### config.mk
export PLATFORM = sky130hd
export DESIGN_NAME = status_display_arbiter
export DESIGN_NICKNAME = d
export VERILOG_FILES = /design/src/rtl/status_pkg.sv /design/src/rtl/status_display_arbiter_rr_picker.sv /design/src/rtl/status_display_arbiter.sv
export SDC_FILE = /design/constraint.sdc
export NUM_CORES = 1
export LEC_CHECK = 0
export CAP_MARGIN = 20
export CORE_UTILIZATION = 40
export CTS_BUF_LIST = sky130_fd_sc_hd__clkbuf_8
export CTS_CLUSTER_SIZE = 12
export DETAILED_ROUTE_END_ITERATION = 6
export GPL_TIMING_DRIVEN = 0
export PLACE_DENSITY = 0.74
export SYNTH_ARGS = -nofsm -noshare
export SYNTH_HDL_FRONTEND = slang
export SYNTH_HIERARCHICAL = 1
export SYNTH_SLANG_ARGS = --single-unit
### constraint.sdc
create_clock -name clock -period 2.1 [get_ports clock]
set_input_delay 0.63 -clock clock [delete_from_list [all_inputs] [get_ports clock]]
set_output_delay 0.63 -clock clock [all_outputs]
set_load 0.05 [all_outputs]
### src/rtl/status_pkg.sv
// Shared types and constants for the status display arbiter.
package status_pkg;

    // Display FSM: IDLE waits for a request, SHOW holds the code, DONE acks.
    typedef enum logic [1:0] {
        IDLE = 2'd0,
        SHOW = 2'd1,
        DONE = 2'd2
    } state_t;

    // Status codes understood by the sevensegment decoder.
    localparam logic [3:0] OK_CODE   = 4'b1111;
    localparam logic [3:0] FAIL_CODE = 4'b0000;
    localparam logic [3:0] IDLE_CODE = 4'b1010;

endpackage : status_pkg

### src/rtl/status_display_arbiter_rr_picker.sv
// Round-robin picker: first set request at or above the pointer, wrapping.
// Purely combinational; the caller registers the result.
module rr_picker #(
    parameter int NUM_REQ = 3,
    localparam int IDW = $clog2(NUM_REQ)
) (
    input  logic [NUM_REQ-1:0] req_i,
    input  logic [IDW-1:0]     ptr_i,
    output logic [IDW-1:0]     grant_o,
    output logic               any_o
);

    // Scan offsets from farthest to nearest so the nearest set bit wins.
    always_comb begin
        int idx;
        idx     = 0;
        grant_o = '0;
        any_o   = 1'b0;
        for (int k = NUM_REQ - 1; k >= 0; k--) begin
            idx = (int'(ptr_i) + k) % NUM_REQ;
            if (req_i[idx]) begin
                grant_o = IDW'(idx);
                any_o   = 1'b1;
            end
        end
    end

endmodule : rr_picker

### src/rtl/status_display_arbiter.sv
// Status display arbiter: shares the result / seven-segment / redlight path
// between several requesters with round-robin grants and a fixed dwell time.
// Optional build macro STATUS_BLINK_EN: blink the fault lamp for non-OK codes
// instead of holding it steady.
module status_display_arbiter
    import status_pkg::*;
#(
    parameter int         NUM_REQ     = 3,
    parameter int         HOLD_CYCLES = 1000,
    parameter logic [3:0] OK_CODE     = status_pkg::OK_CODE,
    parameter logic [3:0] IDLE_CODE   = status_pkg::IDLE_CODE,
    localparam int        IDW         = $clog2(NUM_REQ)
) (
    input  logic                 clock,
    input  logic                 reset,
    input  logic [NUM_REQ-1:0]   req_valid,
    input  logic [4*NUM_REQ-1:0] req_code,
    output logic [NUM_REQ-1:0]   req_ack,
    output logic [3:0]           result,
    output logic                 redlight,
    output logic                 busy,
    output logic [IDW-1:0]       active_id
);

    localparam int            CW       = $clog2(HOLD_CYCLES);
    localparam logic [CW-1:0] CNT_LAST = CW'(HOLD_CYCLES - 1);

`ifdef STATUS_BLINK_EN
    // Lamp toggles every quarter of the dwell time, never faster than 1 cycle.
    localparam int            BLINK_CYC  = (HOLD_CYCLES / 4 < 1) ? 1 : HOLD_CYCLES / 4;
    localparam int            BW         = (BLINK_CYC > 1) ? $clog2(BLINK_CYC) : 1;
    localparam logic [BW-1:0] BLINK_LAST = BW'(BLINK_CYC - 1);

    logic [BW-1:0] blink_cnt_q;
    logic          fail_q;
`endif

    state_t               state_q;
    logic [CW-1:0]        cnt_q;
    logic [IDW-1:0]       ptr_q;
    logic [IDW-1:0]       active_q;
    logic [3:0]           result_q;
    logic                 red_q;
    logic                 busy_q;
    logic [NUM_REQ-1:0]   ack_q;

    logic [NUM_REQ-1:0][3:0] codes;
    logic [IDW-1:0]          pick_idx;
    logic                    pick_any;
    logic [3:0]              pick_code;
    logic [NUM_REQ-1:0]      ack_d;
    logic [IDW-1:0]          ptr_d;

    assign codes = req_code;

    rr_picker #(
        .NUM_REQ (NUM_REQ)
    ) u_pick (
        .req_i   (req_valid),
        .ptr_i   (ptr_q),
        .grant_o (pick_idx),
        .any_o   (pick_any)
    );

    // Code of the winning requester, the ack one-hot and the next rr pointer.
    always_comb begin
        pick_code        = codes[pick_idx];
        ack_d            = '0;
        ack_d[active_q]  = 1'b1;
        ptr_d            = (active_q == IDW'(NUM_REQ - 1)) ? '0 : active_q + IDW'(1);
    end

    // Display FSM with all outputs registered.
    always_ff @(posedge clock) begin
        if (reset) begin
            state_q     <= IDLE;
            cnt_q       <= '0;
            ptr_q       <= '0;
            active_q    <= '0;
            result_q    <= IDLE_CODE;
            red_q       <= 1'b0;
            busy_q      <= 1'b0;
            ack_q       <= '0;
`ifdef STATUS_BLINK_EN
            blink_cnt_q <= '0;
            fail_q      <= 1'b0;
`endif
        end else begin
            ack_q <= '0;
            case (state_q)
                IDLE: begin
                    if (pick_any) begin
                        // Code is latched here and ignored afterwards.
                        result_q    <= pick_code;
                        active_q    <= pick_idx;
                        red_q       <= (pick_code != OK_CODE);
                        busy_q      <= 1'b1;
                        cnt_q       <= '0;
                        state_q     <= SHOW;
`ifdef STATUS_BLINK_EN
                        blink_cnt_q <= '0;
                        fail_q      <= (pick_code != OK_CODE);
`endif
                    end
                end
                SHOW: begin
                    if (cnt_q == CNT_LAST) begin
                        state_q <= DONE;
                        ack_q   <= ack_d;
                    end else begin
                        cnt_q <= cnt_q + CW'(1);
                    end
`ifdef STATUS_BLINK_EN
                    if (fail_q) begin
                        if (blink_cnt_q == BLINK_LAST) begin
                            blink_cnt_q <= '0;
                            red_q       <= ~red_q;
                        end else begin
                            blink_cnt_q <= blink_cnt_q + BW'(1);
                        end
                    end
`endif
                end
                DONE: begin
                    // Ack was visible this cycle; release the display.
                    state_q  <= IDLE;
                    result_q <= IDLE_CODE;
                    red_q    <= 1'b0;
                    busy_q   <= 1'b0;
                    ptr_q    <= ptr_d;
                end
                default: state_q <= IDLE;
            endcase
        end
    end

    assign req_ack   = ack_q;
    assign result    = result_q;
    assign redlight  = red_q;
    assign busy      = busy_q;
    assign active_id = active_q;

endmodule : status_display_arbiter

### Word level (Yosys, flattened, before mapping)

Index checks and enable logic that the tools add are counted.

| storage, ports and cells | value |
|---|---|
| register bits | 25 |
| input port bits | 17 |
| output and inout port bits | 11 |
| word-level logic and storage cells | 72 |

| cells by class | value |
|---|---|
| add/sub/neg operators | 4 |
| divide/modulo/power cells | 3 |
| order comparisons | 6 |
| eq/ne operators | 8 |
| muxes and demuxes | 32 |
| bitwise operators | 2 |
| reduce and logical (&&, ||, !) cells | 9 |

Operators by type and width:

| operator | number |
|---|---|
| 32-bit by 4-bit less-than comparator with 1-bit output (second input constant) | 3 |
| 32-bit by 3-bit remainder unit with 32-bit output (second input constant) | 2 |
| 3-bit by 3-bit remainder unit with 32-bit output (second input constant) | 1 |
| 10-bit two-way mux | 2 |
| 10-bit one-hot mux with 2 select lines | 1 |
| 1-bit two-way mux | 12 |
| 2-bit two-way mux | 6 |
| 10-bit by 1-bit adder with 10-bit output (second input constant) | 1 |
| 10-bit == test (second input constant) | 1 |
| 4-bit binary-select mux with 2-bit select | 1 |
| 4-bit two-way mux | 2 |
| 4-bit one-hot mux with 2 select lines | 1 |
| 1-bit binary-select mux with 2-bit select | 3 |
| 2-bit by 3-bit less-than comparator with 1-bit output (second input constant) | 2 |
| 2-bit inequality test (second input constant) | 3 |
| 2-bit AND reduction | 3 |
| 2-bit == test (second input constant) | 2 |
| 4-bit inequality test (second input constant) | 1 |
| 1-bit one-hot mux with 2 select lines | 2 |
| 2-bit one-hot mux with 2 select lines | 1 |
| 2-bit nonzero test | 2 |
| 2-bit by 1-bit adder with 3-bit output (second input constant) | 1 |
| 2-bit by 2-bit adder with 3-bit output (second input constant) | 1 |
| 3-bit AND reduction | 1 |
| 8 further kinds | 9 |

### Depth between registers and ports, before layout

Gate-level depths: netlist (run 1).

| logic depth | value |
|---|---|
| depth in word-level cells | 13 |
| mapped depth | 11 |
| mapped depth without buffers | 9 |

### By module

Netlist (run 1), hierarchy kept.

Modules (own cells, without submodules):

| module | instances | cells each | area each (um^2) | seq. area each (um^2) |
|---|---|---|---|---|
| status_display_arbiter | 1 | 124 | 1,116.1 | 500.5 |
| rr_picker | 1 | 29 | 222.7 | 0.0 |

### Worst setup path after synthesis (run 1)

Ideal clock, no wire load.

| timing | value |
|---|---|
| kind | reg-to-reg |
| start | reg ptr_q[0] |
| end | reg red_q (netlist: redlight) |
| library setup time | 0.125 ns |
| arrival time | 2.171 ns |
| required time | 1.975 ns |
| path slack | -0.196 ns |
| stages on the path, launching flop included | 11 |
| buffers on the path | 1 |
| clock period less this slack | 2.296 ns |
| cells stage by stage | dfxtp_1 inv_1 ha_1 buf_6 a21bo_2 nor4_1 a311o_1 nor2b_2 o2bb2ai_1 a21oi_1 o41a_1 |

| between the ends | value |
|---|---|
| word-level cells in the longest chain between the ends | 13 |
| elaborated cells on any way between the ends | 27 |
| those cells by class | 2 x add/sub; 3 x div; 2 x eq/ne; 19 x mux; 1 x reduce/logical |

RTL lines:

| what | RTL line | RTL |
|---|---|---|
| start: declaration | status_display_arbiter.sv:40 | `logic [IDW-1:0] ptr_q;` |
| start signal: assignment | status_display_arbiter.sv:130 | `ptr_q <= ptr_d;` |
| 2-bit by 2-bit adder with 3-bit output | status_display_arbiter_rr_picker.sv:20 | `idx = (int'(ptr_i) + k) % NUM_REQ;` |
| 32-bit by 3-bit remainder unit with 32-bit output | status_display_arbiter_rr_picker.sv:20 |  |
| 1-bit binary-select mux with 2-bit select | status_display_arbiter_rr_picker.sv:21 | `if (req_i[idx]) begin` |
| 1-bit two-way mux (not written as such) (2 in series) | status_display_arbiter_rr_picker.sv:21 |  |
| 2-bit two-way mux (2 in series) | status_display_arbiter_rr_picker.sv:21 |  |
| 2-bit two-way mux * | status_display_arbiter_rr_picker.sv:21 |  |
| net pick_idx[1] | status_display_arbiter.sv:48 | `logic [IDW-1:0] pick_idx;` |
| 4-bit binary-select mux with 2-bit select * | status_display_arbiter.sv:67 | `pick_code = codes[pick_idx];` |
| 4-bit two-way mux (not written as such) * | status_display_arbiter.sv:67 |  |
| 4-bit inequality test * | status_display_arbiter.sv:96 | `red_q <= (pick_code != OK_CODE);` |
| 1-bit two-way mux * | status_display_arbiter.sv:92 | `if (pick_any) begin` |
| 1-bit one-hot mux with 2 select lines * | status_display_arbiter.sv:90 | `case (state_q)` |
| end signal: assignment | status_display_arbiter.sv:96 |  |
| end: declaration | status_display_arbiter.sv:43 | `logic red_q;` |

Mark *: on every way through the listed nets, which the timed path passes. The rest lies on a longest branch. The select of a mux whose other input is x is not followed.
A chain may end at the register's enable or synchronous reset.

### Worst setup path in the final report (run 1)

| timing | value |
|---|---|
| start | in req_valid[1] |
| end | reg red_q (netlist: redlight) |

| between the ends | value |
|---|---|
| word-level cells in the longest chain between the ends | 11 |
| elaborated cells on any way between the ends | 22 |
| those cells by class | 2 x eq/ne; 19 x mux; 1 x reduce/logical |

RTL lines:

| what | RTL line | RTL |
|---|---|---|
| start: declaration | status_display_arbiter.sv:16 | `input logic [NUM_REQ-1:0] req_valid,` |
| 1-bit binary-select mux with 2-bit select | status_display_arbiter_rr_picker.sv:21 |  |
| 1-bit two-way mux (not written as such) (2 in series) | status_display_arbiter_rr_picker.sv:21 |  |
| 2-bit two-way mux (2 in series) | status_display_arbiter_rr_picker.sv:21 |  |
| 2-bit two-way mux * | status_display_arbiter_rr_picker.sv:21 |  |
| net pick_idx[1] | status_display_arbiter.sv:48 |  |
| 4-bit binary-select mux with 2-bit select * | status_display_arbiter.sv:67 |  |
| 4-bit two-way mux (not written as such) * | status_display_arbiter.sv:67 |  |
| 4-bit inequality test * | status_display_arbiter.sv:96 |  |
| 1-bit two-way mux * | status_display_arbiter.sv:92 |  |
| 1-bit one-hot mux with 2 select lines * | status_display_arbiter.sv:90 |  |

Marked as above.

==> results.txt, run 1 <==
status = complete, but fails checks
failing checks = negative setup slack
Post-CTS Hold Buffers = 0
Synth Area in Simple Gates = 26.92%
clock-pin transition on the worst setup and hold timing paths = 90 ps
chip height = 59.85 µm
core area = 3103 µm²
Syn Inst Count = 153
main combinational cell family by area after synthesis = simple AND/OR/NAND/NOR gates
fin cells = 240
Final WS setup = -197.9 ps
number of fill cells = 262
ys flop type = dfxtp_1
htree depth = 1
Post-Synth Adder-Cell Area = 3.738%
Clock Tree Buf Depth = 2
post-synthesis sequential area ratio = 37.38%
Crit Path Class = primary input to register
max-slew violations = 0
die area = 3582 µm²
number of synthesized register bits = 25
n_diodes = 0
first-pass GRT wire length = 5.602 mm
total power = 1.050 mW
vias in the first global route = 1,256
layout cell share with drive strength beyond 1 = 28.06%
Pwr Density = 527.1 nW/µm²
fin crit period = 2298 ps
pin count of the biggest net entering global routing = 15
HPWL Detailed = 2.326 mm
Starting DRT DRC Count = 50
initial antenna violation count = 0
Vias = 1,307
post-route ant nets = 0
Sink Count = 25
r2r setup slk = -200 ps
TritonCTS clock tree = done
XOR/XNOR Fraction of Synth Area = 3.271%
Root Buffer = clkbuf_8
Final Util = 64.19%
Fin. Hold Viols = 0
Slew @ Worst Pin = 515.5 ps
count of final setup violators = 18
dpl cell area = 1702 µm²
Mapped Nets = 174
DR pass1 iterations = 4
Worst Path Max Fanout = 4
fmax = 435.2 MHz
Worst-Skew Late Latency = 270 ps
Layout area overhead = 48.79%
number of placed instances, taps included = 224
WP data arrival = 2450 ps
multiplexer share of the synthesized area = 4.486%
Critical Path Start Type = primary input
mean routed wirelength per cell = 14.89 µm
design area = 1992 µm²
Post-synth EDFFs = 0
Die X = 59.85 µm
skew final = 6.188 ps
fraction of the mapped netlist area in compound gates = 19.91%
Row Count = 20
remaining global-route overflow = 0
ys async rst share = 0%
RSZ-0062 raised after global routing = yes
Min-Delay Path Class = register to register
leakage power = 0.7322 nW
Req. time, crit path = 2260 ps
total clock buffers created by CTS = 3
syn avg cell area = 8.750 µm²
Starting Density = 43.15%
post-place setup slack = -933.9 ps
routed wire length = 3.573 mm
yosys warns = 6
Slew headroom = 65.53%
io pins = 28
number of distinct library cells after synthesis = 49
gr usage total = 20.74%
CP Capture Type = register
max-cap viol count = 0
Peak VDD IR = 0.0003411 V
Synth Cell Area = 1339 µm²
Final Wtd Congestion = 0.8465
drt drc = 0
via/cell ratio = 5.446
Port Buffer Count = 27
Final period util = 109.4%
final net count = 218
[metal layers]
layer	part of all wire [%]	up-vias	track usage (%)
li1	-	636	-
met1	44	625	25.40
met2	51	34	36.03
met3	2.9	12	3.030
met4	2.9	0	8.638
met5	0	-	0
[power breakdown]
part / internal (mW) / leakage (nW) / switching [mW]
registers: 0.492 / 0.205 / 0.0201
logic: 0.113 / 0.501 / 0.142
clock network: 0.133 / 0.0255 / 0.151
[state kept, by name, indices dropped and copies added, names as in the netlist]
name / cells
result: 4
req_ack: 3
busy: 1
ptr_q: 2
active_id: 2
state_q: 2
redlight: 1
cnt_q: 10
[final cells by class]
class / count / area, µm² / area share, %
Multi-Input combinational cell: 116 / 954.7 / 47.93
Sequential cell: 25 / 508.0 / 25.50
Timing Repair Buffer: 40 / 369.1 / 18.53
Tap cell: 44 / 55.05 / 2.764
Clock buffer: 3 / 41.29 / 2.073
Inverter: 8 / 32.53 / 1.633
Buffer: 3 / 26.28 / 1.319
Clock inverter: 1 / 5.005 / 0.2513
[cell families after synthesis]
kind of cell / count (synthesis)
and+or+nand+nor: 65
AOI/OAI and AO/OA: 36
buffers and inverters: 12
xor gates and xnor gates: 5
DFF: 25
adders and majority gates: 4
muxes: 6
[worst paths after layout]
check,from,to,cells after the start
setup / recovery,req_valid[1],redlight,8
hold / removal,cnt_q[6],cnt_q[6],1
setup reg to reg,ptr_q[0],redlight,10
hold reg to reg,cnt_q[6],cnt_q[6],1
[layout by cell type, fill, tap and decap left out, types with 2 or more instances in the layout]
master / n
clkdlybuf4s50_1: 22
a31oi_1: 3
nand2_1: 9
nor2_1: 12
nor3b_1: 4
ha_4: 2
mux2i_2: 2
nor2b_1: 3
buf_4: 11
inv_1: 6
a21oi_1: 11
clkbuf_8: 3
buf_6: 4
nand2_2: 2
nand3_1: 5
nor2_2: 4
nor2b_4: 2
nor3_1: 5
o21ai_1: 2
mux2i_1: 4
o2bb2ai_4: 2
dfxtp_4: 2
nand4_1: 2
nand2b_1: 3
xnor2_1: 4
dfxtp_1: 23
or3_1: 2
nor4_2: 2
dlygate4sd2_1: 5
[cells in the mapped netlist, types with 2 or more instances]
master	count	area share [%]
nand3_1	6	2.2
a31oi_1	3	1.4
o2bb2ai_1	2	1.3
inv_1	7	2.0
a21oi_1	13	4.9
xnor2_1	4	2.6
nor3b_1	5	2.8
or3_1	2	0.93
dfxtp_1	25	37
nor2_1	15	4.2
nand2_1	11	3.1
nor2b_1	4	1.9
nand2b_1	4	1.9
nand4_1	2	0.93
ha_1	4	3.7
a211oi_1	3	1.7
o21ai_0	2	0.75
mux2i_1	6	4.5
nor3_1	5	1.9
[critical path: stages]
cell,delay (ps)
dlygate4sd2_1,280
nand2b_4,170
nor4_2,290
a311o_2,190
nor2b_4,250
o2bb2ai_4,160
a21oi_4,80
o41a_1,400
[metrics by stage]
stage	setup TNS [ps]	hold slack, ps
2_1_floorplan	-158.9	438.8
3_3_place_gp	-7797	464.9
3_5_place_dp	-9474	463.7
4_1_cts	-699.1	479.9
5_1_grt	-3311	518.1
6_report	-1772	483.3
[what timing repair did]
item                                    in CTS  in global routing
endpoints found under the setup margin      20                 19
pin swaps                                    9                 11
buffers inserted                             7                  6
gates resized for setup                     25                 17
(Power assumes the default switching activity.)
==> run 2: changes to the inputs <==
--- a/config.mk
+++ b/config.mk
@@ -5,6 +5,7 @@
 export SDC_FILE = /design/constraint.sdc
 export NUM_CORES = 1
 export LEC_CHECK = 0
+export ABC_CLOCK_PERIOD_IN_PS = 2100
 export CAP_MARGIN = 20
 export CORE_UTILIZATION = 40
 export CTS_BUF_LIST = sky130_fd_sc_hd__clkbuf_8
==> results of run 2 <==
Same layout as run 1: the final DEF is identical, and so are final timing and power.
